File: src/rtl/chaser_pkg.sv
// Shared types and defaults for the LED chaser program sequencer.
//   chaser_step_t  : one program entry {speed, dir, dwell}, MSB first
//   chaser_state_t : sequencer state (empty table, loaded and holding, running)
package chaser_pkg;

    localparam int unsigned CHASER_DEPTH   = 4;
    localparam int unsigned CHASER_DWELL_W = 2;

    typedef struct packed {
        logic [2:0]                speed;
        logic                      dir;
        logic [CHASER_DWELL_W-1:0] dwell;
    } chaser_step_t;

    localparam int unsigned CHASER_STEP_W = $bits(chaser_step_t);

    typedef enum logic [1:0] {
        ST_EMPTY = 2'd0,
        ST_READY = 2'd1,
        ST_RUN   = 2'd2
    } chaser_state_t;

endpackage

File: src/rtl/chaser_prog_table.sv
// Program table: DEPTH entries of chaser_step_t, synchronous write,
// synchronous clear/reset, two combinational read ports.
//   clk, reset_n       : clock, synchronous active-low reset
//   clear              : flush every entry to zero
//   wr_en/wr_idx/wr_data : write port
//   cur_idx/cur_data   : read port for the step being executed
//   nxt_idx/nxt_data   : read port for the step about to be presented
module chaser_prog_table
    import chaser_pkg::*;
#(
    parameter int unsigned DEPTH = CHASER_DEPTH
) (
    input  logic                         clk,
    input  logic                         reset_n,
    input  logic                         clear,
    input  logic                         wr_en,
    input  logic [$clog2(DEPTH)-1:0]     wr_idx,
    input  logic [CHASER_STEP_W-1:0]     wr_data,
    input  logic [$clog2(DEPTH)-1:0]     cur_idx,
    output logic [CHASER_STEP_W-1:0]     cur_data,
    input  logic [$clog2(DEPTH)-1:0]     nxt_idx,
    output logic [CHASER_STEP_W-1:0]     nxt_data
);

    chaser_step_t mem [DEPTH];

    // Storage with reset/clear taking priority over the write port
    always_ff @(posedge clk) begin
        if (!reset_n || clear) begin
            for (int i = 0; i < DEPTH; i++) begin
                mem[i] <= '0;
            end
        end else if (wr_en) begin
            mem[wr_idx] <= chaser_step_t'(wr_data);
        end
    end

    assign cur_data = mem[cur_idx];
    assign nxt_data = mem[nxt_idx];

endmodule

File: src/rtl/chaser_scheduler.sv
// Programmable sequencer for the LED chaser: appends steps to a small table
// and, while run is high, walks through them, each step lasting dwell+1 laps.
//   clk, reset_n : clock, synchronous active-low reset
//   wr_en/wr_data: append {speed, dir, dwell} to the table
//   clear        : flush the table (wins over everything else)
//   run          : level, 1 = sequence, 0 = hold current step
//   lap_tick     : one-cycle pulse per completed chaser lap
//   speed/direction : current step, zero while the table is empty
//   active       : sequencer is running
//   step_idx/count : current step index / number of loaded entries
//   wr_err       : one-cycle pulse after a dropped write
module chaser_scheduler
    import chaser_pkg::*;
#(
    parameter int unsigned DEPTH   = CHASER_DEPTH,
    parameter int unsigned DWELL_W = CHASER_DWELL_W
) (
    input  logic                       clk,
    input  logic                       reset_n,
    input  logic                       wr_en,
    input  logic [4+DWELL_W-1:0]       wr_data,
    input  logic                       clear,
    input  logic                       run,
    input  logic                       lap_tick,
    output logic [2:0]                 speed,
    output logic                       direction,
    output logic                       active,
    output logic [$clog2(DEPTH)-1:0]   step_idx,
    output logic [$clog2(DEPTH):0]     count,
    output logic                       wr_err
);

    localparam int unsigned IW = $clog2(DEPTH);
    localparam int unsigned CW = IW + 1;

    chaser_state_t        state_q, state_d;
    logic [IW-1:0]        step_q, step_d;
    logic [CW-1:0]        count_q, count_d;
    logic [DWELL_W-1:0]   dwell_q, dwell_d;
    logic                 wr_ok, wr_err_d;
    logic [2:0]           speed_d;
    logic                 dir_d;

    logic [CHASER_STEP_W-1:0] cur_raw, nxt_raw;
    chaser_step_t             cur_step, nxt_step, out_step;

    chaser_prog_table #(
        .DEPTH (DEPTH)
    ) u_table (
        .clk      (clk),
        .reset_n  (reset_n),
        .clear    (clear),
        .wr_en    (wr_ok),
        .wr_idx   (count_q[IW-1:0]),
        .wr_data  (wr_data),
        .cur_idx  (step_q),
        .cur_data (cur_raw),
        .nxt_idx  (step_d),
        .nxt_data (nxt_raw)
    );

    assign cur_step = chaser_step_t'(cur_raw);
    assign nxt_step = chaser_step_t'(nxt_raw);

    // Next-state, table pointer and dwell logic
    always_comb begin
        state_d  = state_q;
        step_d   = step_q;
        count_d  = count_q;
        dwell_d  = dwell_q;
        wr_ok    = 1'b0;
        wr_err_d = 1'b0;

        if (clear) begin
            // A write colliding with clear is silently discarded
            state_d = ST_EMPTY;
            step_d  = '0;
            count_d = '0;
            dwell_d = '0;
        end else begin
            unique case (state_q)
                ST_EMPTY: begin
                    if (wr_en) begin
                        wr_ok   = 1'b1;
                        count_d = count_q + CW'(1);
                        state_d = ST_READY;
                    end
                end
                ST_READY: begin
                    if (wr_en) begin
                        if (count_q == CW'(DEPTH)) begin
                            wr_err_d = 1'b1;
                        end else begin
                            wr_ok   = 1'b1;
                            count_d = count_q + CW'(1);
                        end
                    end
                    // Resume at the held step with a fresh dwell count
                    if (run) begin
                        state_d = ST_RUN;
                        dwell_d = '0;
                    end
                end
                ST_RUN: begin
                    if (wr_en) begin
                        wr_err_d = 1'b1;
                    end
                    // Dropping run freezes step and dwell, even on a tick
                    if (!run) begin
                        state_d = ST_READY;
                    end else if (lap_tick) begin
                        if (dwell_q == cur_step.dwell) begin
                            dwell_d = '0;
                            step_d  = (CW'(step_q) + CW'(1) == count_q) ? '0 : step_q + IW'(1);
                        end else begin
                            dwell_d = dwell_q + DWELL_W'(1);
                        end
                    end
                end
                default: begin
                    state_d = ST_EMPTY;
                end
            endcase
        end

        // Bypass the entry being written so a first write shows up immediately
        if (wr_ok && (count_q[IW-1:0] == step_d)) begin
            out_step = chaser_step_t'(wr_data);
        end else begin
            out_step = nxt_step;
        end

        speed_d = '0;
        dir_d   = 1'b0;
        if (state_d != ST_EMPTY) begin
            speed_d = out_step.speed;
            dir_d   = out_step.dir;
        end
    end

    // State and output registers
    always_ff @(posedge clk) begin
        if (!reset_n) begin
            state_q   <= ST_EMPTY;
            step_q    <= '0;
            count_q   <= '0;
            dwell_q   <= '0;
            speed     <= '0;
            direction <= 1'b0;
            active    <= 1'b0;
            wr_err    <= 1'b0;
        end else begin
            state_q   <= state_d;
            step_q    <= step_d;
            count_q   <= count_d;
            dwell_q   <= dwell_d;
            speed     <= speed_d;
            direction <= dir_d;
            active    <= (state_d == ST_RUN);
            wr_err    <= wr_err_d;
        end
    end

    assign step_idx = step_q;
    assign count    = count_q;

endmodule

File: config.mk
export PLATFORM = sky130hd
export DESIGN_NAME = chaser_scheduler
export DESIGN_NICKNAME = d
export VERILOG_FILES = /design/src/rtl/chaser_pkg.sv /design/src/rtl/chaser_prog_table.sv /design/src/rtl/chaser_scheduler.sv
export SDC_FILE = /design/constraint.sdc
export NUM_CORES = 1
export LEC_CHECK = 0
export CORE_MARGIN = 2
export CORE_UTILIZATION = 45
export CTS_CLUSTER_DIAMETER = 100
export DETAILED_ROUTE_END_ITERATION = 6
export PLACE_DENSITY = 0.78
export RECOVER_POWER = 100
export REMOVE_ABC_BUFFERS = 1
export SLEW_MARGIN = 0
export SYNTH_ARGS = -nofsm -noshare
export SYNTH_HDL_FRONTEND = slang
export SYNTH_SLANG_ARGS = --single-unit
File: constraint.sdc
create_clock -name clk -period 3.7 [get_ports clk]
set_clock_uncertainty 0.2 [all_clocks]
set_input_delay 0.74 -clock clk [delete_from_list [all_inputs] [get_ports clk]]
set_output_delay 0.74 -clock clk [all_outputs]
set_load 0.01 [all_outputs]
# After elaboration in Yosys (flattened, before gate mapping)
# Memory sizes are Yosys's and may differ from the RTL's. A register that Yosys moved wholly into a read port is not among the register bits.
# Cells that the tools add are included.
[op_classes]
add_sub_neg = 4
n_eq_ne = 12
muxes = 37
bitwise_logic = 1
reduce_logical = 12
[ops]
columns = ["cell", "n"]
rows = [
  ["2-bit 2-to-1 mux", 16],
  ["1-bit 2-to-1 mux", 12],
  ["2-bit != test, second input constant", 6],
  ["3-bit 2-to-1 mux", 3],
  ["4-bit AND reduction", 2],
  ["6-bit 2-to-1 mux", 1],
  ["2-bit one-hot mux with 3 select lines", 1],
  ["3-bit one-hot mux with 2 select lines", 1],
  ["2-bit nonzero test", 3],
  ["6-bit OR reduction", 1],
  ["2-bit by 1-bit adder with 2-bit output, second input constant", 2],
  ["2-bit equality test, second input constant", 2],
  ["1-bit one-hot mux with 2 select lines", 2],
  ["2-bit one-hot mux with 2 select lines", 1],
  ["2-bit by 1-bit adder with 3-bit output, second input constant", 1],
  ["3-bit by 1-bit adder with 3-bit output, second input constant", 1],
  ["3-bit equality test", 1],
  ["3-bit equality test, second input constant", 1],
  ["2-bit by 1-bit equality test with 1-bit output, second input constant", 1],
  ["2-bit equality test", 1],
  ["1-bit zero test", 2],
  ["2-bit zero test", 1],
  ["2-bit AND reduction", 1],
  ["2-bit OR reduction", 1],
  ["other kinds (2)", 2],
]
[totals]
regBits = 11
ramBits = 24
in_bits = 12
wordCells = 73
n_memories = 1
[memory_table]
columns = ["name", "depth", "width", "rd", "rd_ports_with_merged_regs", "write_ports", "line", "rtl"]
rows = [
  ["u_table.mem", 4, 6, 2, 2, 4, "chaser_prog_table.sv:25", "chaser_step_t mem [DEPTH];"],
]

# Longest topological paths before layout
# Gate-level depths: netlist of run 1.
[logic_depth]
word_depth = 10
ltp_mapped = 11

# Modules after synthesis
# From an unflattened synthesis of run 1, not the netlist that was laid out.
[unflattened]
cells_unflattened = 190
hier_area_um2 = 2117.0
[by_module_without_submodules]
columns = ["mod", "instances", "cells_per_inst", "area_per_inst_um2"]
rows = [
  ["chaser_prog_table", 1, 80, 1211.2],
  ["chaser_scheduler", 1, 110, 905.9],
]

# Worst setup path after synthesis of run 1
# No wires, ideal clock.
[synth_timing]
path_type = "flip-flop to flip-flop"
from = "register step_q[0] (netlist: step_idx[0])"
to = "register direction"
setup_time_ns = 0.122
arrival_ns = 2.637
required_ns = 3.378
setup_slack_ns = 0.742
path_stages_with_launch = 9
n_path_buf = 1
cell_sequence = "dfxtp_1 > buf_6 > mux4_2 > xor2_1 > o311a_1 > a41oi_4 > mux4_1 > mux2i_1 > nor2_1"
[synth_via]
elab_chain_cells = 8
[synth_rtl]
columns = ["item", "line", "rtl"]
rows = [
  ["from (decl)", "chaser_scheduler.sv:37", "logic [IW-1:0] step_q, step_d;"],
  ["from (signal assigned)", "chaser_scheduler.sv:154", "step_q <= step_d;"],
  ["2-bit by 1-bit adder with 3-bit output", "chaser_scheduler.sv:114", "step_d = (CW'(step_q) + CW'(1) == count_q) ? '0 : step_q + IW'(1);"],
  ["3-bit equality test", "chaser_scheduler.sv:114", ""],
  ["2-bit 2-to-1 mux", "chaser_scheduler.sv:114", ""],
  ["2-bit 2-to-1 mux", "chaser_scheduler.sv:112", "if (dwell_q == cur_step.dwell) begin"],
  ["2-bit 2-to-1 mux", "chaser_scheduler.sv:111", "end else if (lap_tick) begin"],
  ["2-bit 2-to-1 mux", "chaser_scheduler.sv:109", "if (!run) begin"],
  ["2-bit 2-to-1 mux (*)", "chaser_scheduler.sv:81", "unique case (state_q)"],
  ["2-bit 2-to-1 mux (*)", "chaser_scheduler.sv:74", "if (clear) begin"],
  ["to (signal assigned)", "chaser_scheduler.sv:158", "direction <= dir_d;"],
  ["to (decl)", "chaser_scheduler.sv:26", "output logic direction,"],
]
# Mark *: on every way between the ends. The rest lies on a longest branch, timed or not.
# A chain may end at the register's enable or synchronous reset.

# Final worst setup path of run 1
[layout_timing]
from = "input run"
to = "register speed[1]"
[layout_via]
elab_chain_cells = 6
[layout_rtl]
columns = ["item", "line", "rtl"]
rows = [
  ["from (decl)", "chaser_scheduler.sv:23", "input logic run,"],
  ["2-bit 2-to-1 mux, on equally long branches", "chaser_scheduler.sv:109, chaser_scheduler.sv:99", ""],
  ["2-bit one-hot mux with 3 select lines", "chaser_scheduler.sv:81", ""],
  ["2-bit 2-to-1 mux", "chaser_scheduler.sv:74", ""],
  ["2-bit nonzero test", "chaser_scheduler.sv:135", "if (state_d != ST_EMPTY) begin"],
  ["2-bit AND reduction (no source line)", "--", ""],
  ["1-bit zero test (no source line)", "--", ""],
  ["to (signal assigned)", "chaser_scheduler.sv:157", "speed <= speed_d;"],
  ["to (decl)", "chaser_scheduler.sv:25", "output logic [2:0] speed,"],
]
# Parallel ways exist; a longest one is shown, timed or not.

==> results of run 1 <==
-- power by group through the flow --
stage               clock [uW]  combinational [uW]  sequential (uW)
CTS                        427                89.0              483
global placement             0                87.1              493
finish                     424                83.4              483
detailed placement           0                87.8              493
floorplan                    0                47.0              494
global route               443                91.6              485
-- worst min path at each step --
stage | start | endpoint | slack [ns] | cells past startpoint
floorplan | dwell_q[1] | dwell_q[1] | 0.27 | 2
global placement | dwell_q[1] | dwell_q[1] | 0.29 | 2
detailed placement | dwell_q[1] | dwell_q[1] | 0.30 | 2
CTS | dwell_q[1] | dwell_q[1] | 0.31 | 2
global route | dwell_q[1] | dwell_q[1] | 0.36 | 2
finish | dwell_q[1] | dwell_q[1] | 0.30 | 2
-- through the flow --
stage	cells	instance area (um2)	utilization (%)	worst slack [ns]	total power, uW
2_1_floorplan	167	2020	-	0.711	541
3_3_place_gp	250	2370	54.1	0.549	580
3_5_place_dp	250	2370	54.1	0.492	581
4_1_cts	258	2500	57.1	0.692	999
5_1_grt	258	2460	56.1	0.417	1020
6_report	258	2460	56.1	0.630	991
-- sequential cells by signal, indices dropped and copies added (netlist names) --
name	count
wr_err	1
speed	3
active	1
count	3
u_table.mem	24
dwell_q	2
step_idx	2
direction	1
state_q	2
-- layout make-up --
type	count	area share (%)
flip-flops and latches	39	41.5
multi-input cells	119	38.8
repair buffers	31	10.3
clock buffers	6	2.95
well taps	52	2.64
clock inverters	2	2.44
inverters	9	1.37
-- per-layer routing --
| layer | track usage (%) | wire [um] | vias up |
|---|---|---|---|
| li1 | - | - | 700 |
| met1 | 22.9 | 1920 | 674 |
| met2 | 28.9 | 1980 | 20 |
| met3 | 4.22 | 114 | 5 |
| met4 | 5.66 | 68 | 0 |
| met5 | 0 | 0 | - |
-- critical path, cell delays in order --
cell           delay (ns)
dlygate4sd3_1        0.57
nand3_1              0.15
o311a_1              0.36
a41oi_4              0.36
nor2_2               0.06
o32ai_2              0.51
mux2i_1              0.24
nor2_1               0.06
-- logic make-up (layout without fill, tap and decap cells) --
kind of cell	Yosys count	count (layout)	synth area share (%)
XOR/XNOR	8	8	3.42
AO/OA/AOI/OAI	23	23	9.22
AND/OR/NAND/NOR	66	66	18.9
buffers and inverters	12	48	3.11
flip-flops	39	39	49.8
multiplexers	15	15	11.2
adder cells (fa/ha/maj)	7	7	4.27
-- cell usage after synthesis, types with 5 or more instances --
master    instances
and2_1           18
ha_1              7
inv_1             9
dfxtp_1          15
mux2i_1           8
and3_1            6
nor2_1           15
xnor2_1           5
a21oi_1           6
edfxtp_1         24
==> flow_metrics.env, run 1 <==
export IMPL_p_sw_uw=207
export IMPL_clock_latency_ns=0.29
export IMPL_grt_max_degree=14
export IMPL_ff2ff_path_depth=8
export IMPL_vdd_drop_max_v=0.000215
export IMPL_tns_ns=0
export IMPL_die_h_um=71.5
export IMPL_endpoint_kind="register"
export IMPL_grt_first_pass_wirelength_um=6690
export IMPL_synth_edf_count=24
export IMPL_cts_setup_buffers=0
export IMPL_antenna_cells=0
export IMPL_die_w_um=71.5
export IMPL_syn_area_um2=2050
export IMPL_postSynthCellCount=170
export IMPL_worstReg2RegStart="step_idx[0]"
export IMPL_cts_root_buf="clkbuf_8"
export IMPL_final_cell_mix="24 x edfxtp_1, 15 x nor2_1, 15 x dfxtp_1"
export IMPL_status="finished clean"
export IMPL_seqCellArea_um2=1020
export IMPL_leakage_uw=0.000996
export IMPL_p_int_uw=784
export IMPL_synthFlopType="edfxtp_1"
export IMPL_cts_tree="built"
export IMPL_r2r_end="speed[1]"
export IMPL_drc_errors=0
export IMPL_overflow=0
export IMPL_hpwl_um=2920
export IMPL_fillers=394
export IMPL_cp_endpoint="speed[1]"
export IMPL_crit_path_start="run"
export IMPL_cts_max_path_buffers=2
export IMPL_initial_utilization_pct=46.7
export IMPL_rsz0062_at_grt="false"
export IMPL_core_area_um2=4380
export IMPL_critPathLaunchType="primary input"
export IMPL_synth_cell_type_count=44
export IMPL_synth_top_cells_by_area="edfxtp_1 35%, dfxtp_1 15%, and2_1 5.5%"
export IMPL_synth_top_cell_by_area="edfxtp_1"
export IMPL_gp_congestion=0.768
export IMPL_ys_warn_count=0
export IMPL_layout_min_cycle_time_ns=3.07
export IMPL_finalHoldViolCount=0
export IMPL_postSynthAreaPerCell_um2=12.1
export IMPL_layout_drive_gt1_share_pct=9.71
export IMPL_path_class="primary input to register"
export IMPL_area_delta_synth_final_pct=20.0
export IMPL_routed_via_density=5.42
export IMPL_port_buffers=22
export IMPL_grtUsageTotal_pct=17.6
export IMPL_slew_headroom_pct=55.2
export IMPL_power_frac_clock_pct=42.8
export IMPL_synth_seq_cells=39
export IMPL_core_rowCount=24
export IMPL_switching_share_pct=20.9
export IMPL_drv_slew=0
export IMPL_wl_per_cell_um=15.8
export IMPL_synth_top_area_share_pct=35.2
export IMPL_cts_clk_slew_worst_paths_ns=0.08
export IMPL_die_area_um2=5110
export IMPL_io_pins=23
export IMPL_vias=1399
export IMPL_antenna_found_initial=0
export IMPL_rrSetupSlack_ns=0.66
export IMPL_nets=224
export IMPL_hold_ws_ns=0.302
export IMPL_routed_wl_um=4090
export IMPL_hold_buffers=0
export IMPL_multiInputGateArea_um2=953
export IMPL_p_seq_share_pct=48.8
export IMPL_pwr_share_comb_pct=8.4
export IMPL_power_density_nw_per_um2=403
export IMPL_cap_violations=0
export IMPL_numCtsBuffers=5
export IMPL_finalSetupViolCount=0
export IMPL_grt_pass1_vias=1336
export IMPL_clkSinkCount=39
export IMPL_async_reset_ff_share_pct=0
export IMPL_cp_arrival_ns=3.05
export IMPL_ys_seq_area_share_pct=49.8
export IMPL_path_max_fanout=8
export IMPL_final_period_utilization_pct=83.0
export IMPL_drtIter0Drc=51
export IMPL_worst_pin_slew_ns=0.672
export IMPL_final_common_cell="edfxtp_1"
export IMPL_postRouteAntennaNets=0
export IMPL_required_ns=3.68
export IMPL_cts_max_level=2
export IMPL_max_freq_ghz=0.326
export IMPL_post_cts_resized=0
export IMPL_hp_class="register to register"
export IMPL_first_pass_iters=4
Power figures use the tool's default switching activity.
==> inputs of run 2 (changes only) <==
PLACE_DENSITY = 0.81   (was 0.78)
clock period = 2.77 ns   (was 3.7 ns; I/O delays follow)
==> run 2 against run 1 <==
The run now ends with negative setup slack left. Die area stayed put. Design area up 3.8%. Flip-flop and latch count did not move. Critical path type is now register to register. Critical endpoint unchanged. Highest routed layer unchanged.
==> flow_metrics.env, run 2 (synthesis results as in run 1) <==
export IMPL_use_met1_pct=25.1
export IMPL_antenna_cells=0
export IMPL_core_rowCount=24
export IMPL_place_inst=263
export IMPL_gp_congestion=0.778
export IMPL_final_period_utilization_pct=102
export IMPL_cpPeakStageDelay_ns=0.55
export IMPL_hpwl_um=3120
export IMPL_hold_ws_ns=0.374
export IMPL_switching_share_pct=23.6
export IMPL_hp_class="register to register"
export IMPL_die_w_um=71.5
export IMPL_rrSetupSlack_ns=-0.07
export IMPL_crit_slowest_cell="mux4_1"
export IMPL_crit_chain="mux4_2 -> xor2_2 -> o311a_1 -> a41oi_4 -> buf_12 -> mux4_1 -> mux2i_1 -> nor2_1"
export IMPL_top_register="u_table.mem"
export IMPL_drtIter0Drc=56
export IMPL_cts_max_path_buffers=2
export IMPL_p_sw_uw=270
export IMPL_nets=237
export IMPL_grt_max_degree=14
export IMPL_ff2ff_path_depth=8
export IMPL_max_freq_ghz=0.352
export IMPL_whs_path_depth=2
export IMPL_clock_latency_ns=0.29
export IMPL_layout_min_cycle_time_ns=2.84
export IMPL_met3_usage_pct=3.09
export IMPL_required_ns=2.74
export IMPL_layout_drive_gt1_share_pct=18.7
export IMPL_critPathTopFamily="multiplexers"
export IMPL_rsz0062_at_grt="true"
export IMPL_port_buffers=22
export IMPL_die_h_um=71.5
export IMPL_pwr_share_comb_pct=10.8
export IMPL_status="complete, but fails checks"
export IMPL_slew_headroom_pct=24.2
export IMPL_io_pins=23
export IMPL_vdd_drop_max_v=0.000305
export IMPL_critPathLaunchType="register"
export IMPL_cp_arrival_ns=2.81
export IMPL_initial_utilization_pct=46.7
export IMPL_cts_clk_slew_worst_paths_ns=0.07
export IMPL_routed_via_density=5.32
export IMPL_routed_wl_um=4170
export IMPL_numCtsBuffers=5
export IMPL_r2r_end="speed[1]"
export IMPL_grt_first_pass_wirelength_um=7130
export IMPL_worstHoldEndpoint="dwell_q[1]"
export IMPL_drc_errors=0
export IMPL_violations="negative setup slack"
export IMPL_overflow=0
export IMPL_top_usage_layer="met2"
export IMPL_core_area_um2=4380
export IMPL_cts_tree="built"
export IMPL_finalSetupViolCount=4
export IMPL_cts_setup_buffers=0
export IMPL_p_int_uw=872
export IMPL_wl_per_cell_um=15.4
export IMPL_power_frac_clock_pct=32.5
export IMPL_min_delay_start="dwell_q[1]"
export IMPL_clkSinkCount=39
export IMPL_postRouteAntennaNets=0
export IMPL_final_cells=271
export IMPL_cts_root_buf="clkbuf_8"
export IMPL_worstReg2RegStart="u_table.mem[3][1]"
export IMPL_grtUsageTotal_pct=18.3
export IMPL_vias=1441
export IMPL_p_seq_share_pct=56.6
export IMPL_leakage_uw=0.00105
export IMPL_area_delta_synth_final_pct=24.5
export IMPL_endpoint_kind="register"
export IMPL_worst_slack_ns=-0.0672
export IMPL_first_pass_iters=4
export IMPL_final_common_cell="edfxtp_1"
export IMPL_critPathBufInv=1
export IMPL_worst_pin_slew_ns=1.13
export IMPL_cap_violations=0
export IMPL_antenna_found_initial=0
export IMPL_largest_reg_flops=24
export IMPL_hold_buffers=0
export IMPL_grt_pass1_vias=1427
export IMPL_cts_max_level=2
export IMPL_die_area_um2=5110
export IMPL_path_class="register to register"
export IMPL_finalHoldViolCount=0
export IMPL_power_density_nw_per_um2=447
export IMPL_gr_usage_met2_pct=29.4
export IMPL_drv_slew=0
export IMPL_final_cell_mix="24 x edfxtp_1, 15 x nor2_1, 14 x dfxtp_1"
export IMPL_path_max_fanout=8
[run 2: cell types whose count changed in the layout (fill, tap and decap cells not counted), sizes merged]
cell	delta
clkinv	+1
clkbuf	-1
buf	+14
bufinv	-2
clkinvlp	+1
[run 2: cell type report]
| class | instances | area (um2) |
|---|---|---|
| fill | 375 | 1830 |
| sequential | 39 | 1020 |
| multi-input combinational | 119 | 975 |
| timing repair buffer | 44 | 372 |
| clock buffer | 6 | 72.6 |
| tap | 52 | 65.1 |
| inverter | 9 | 33.8 |
| clock inverter | 2 | 12.5 |
[run 2: per-stage QoR]
step / total power (uW) / area (um2) / utilization [%] / setup TNS, ns / setup slack [ns]
floorplan: 722 / 2020 / - / -1.80 / -0.219
global placement: 782 / 2480 / 56.6 / -0.461 / -0.119
detailed placement: 787 / 2480 / 56.6 / -1.18 / -0.154
CTS: 1160 / 2560 / 58.4 / -0.218 / -0.0617
global route: 1190 / 2550 / 58.2 / -0.672 / -0.175
finish: 1140 / 2550 / 58.2 / -0.218 / -0.0672
[run 2: power groups by stage]
stage | clock (uW) | combinational (uW) | sequential [uW]
finish | 371 | 124 | 647
global route | 402 | 137 | 649
floorplan | 0 | 62.7 | 659
CTS | 381 | 128 | 647
global placement | 0 | 125 | 657
detailed placement | 0 | 127 | 659
[run 2: timing repair]
action                     CTS  global route
pin swaps                    1             1
setup endpoints to repair    4             4
gates resized for setup      3             3
[run 2: worst max path at each step]
stage | startpoint | to | cells after the start
floorplan | step_idx[0] | direction | 7
global placement | run | speed[0] | 10
detailed placement | run | direction | 8
CTS | u_table.mem[3][1] | speed[1] | 8
global route | step_idx[0] | direction | 9
finish | u_table.mem[3][1] | speed[1] | 8
[run 2: worst reg2reg max path, stage by stage, from the launching register on]
cell	delay (ns)
edfxtp_1	0.38
mux4_2	0.53
xor2_2	0.18
o311a_1	0.33
a41oi_4	0.21
buf_12	0.16
mux4_1	0.55
mux2i_1	0.14
nor2_1	0.05
[run 2: routing by layer]
layer / share of wire (%) / routed length [um]
met2: 49 / 2030
met3: 2.9 / 121
met4: 1.5 / 63
met5: 0 / 0
met1: 47 / 1960
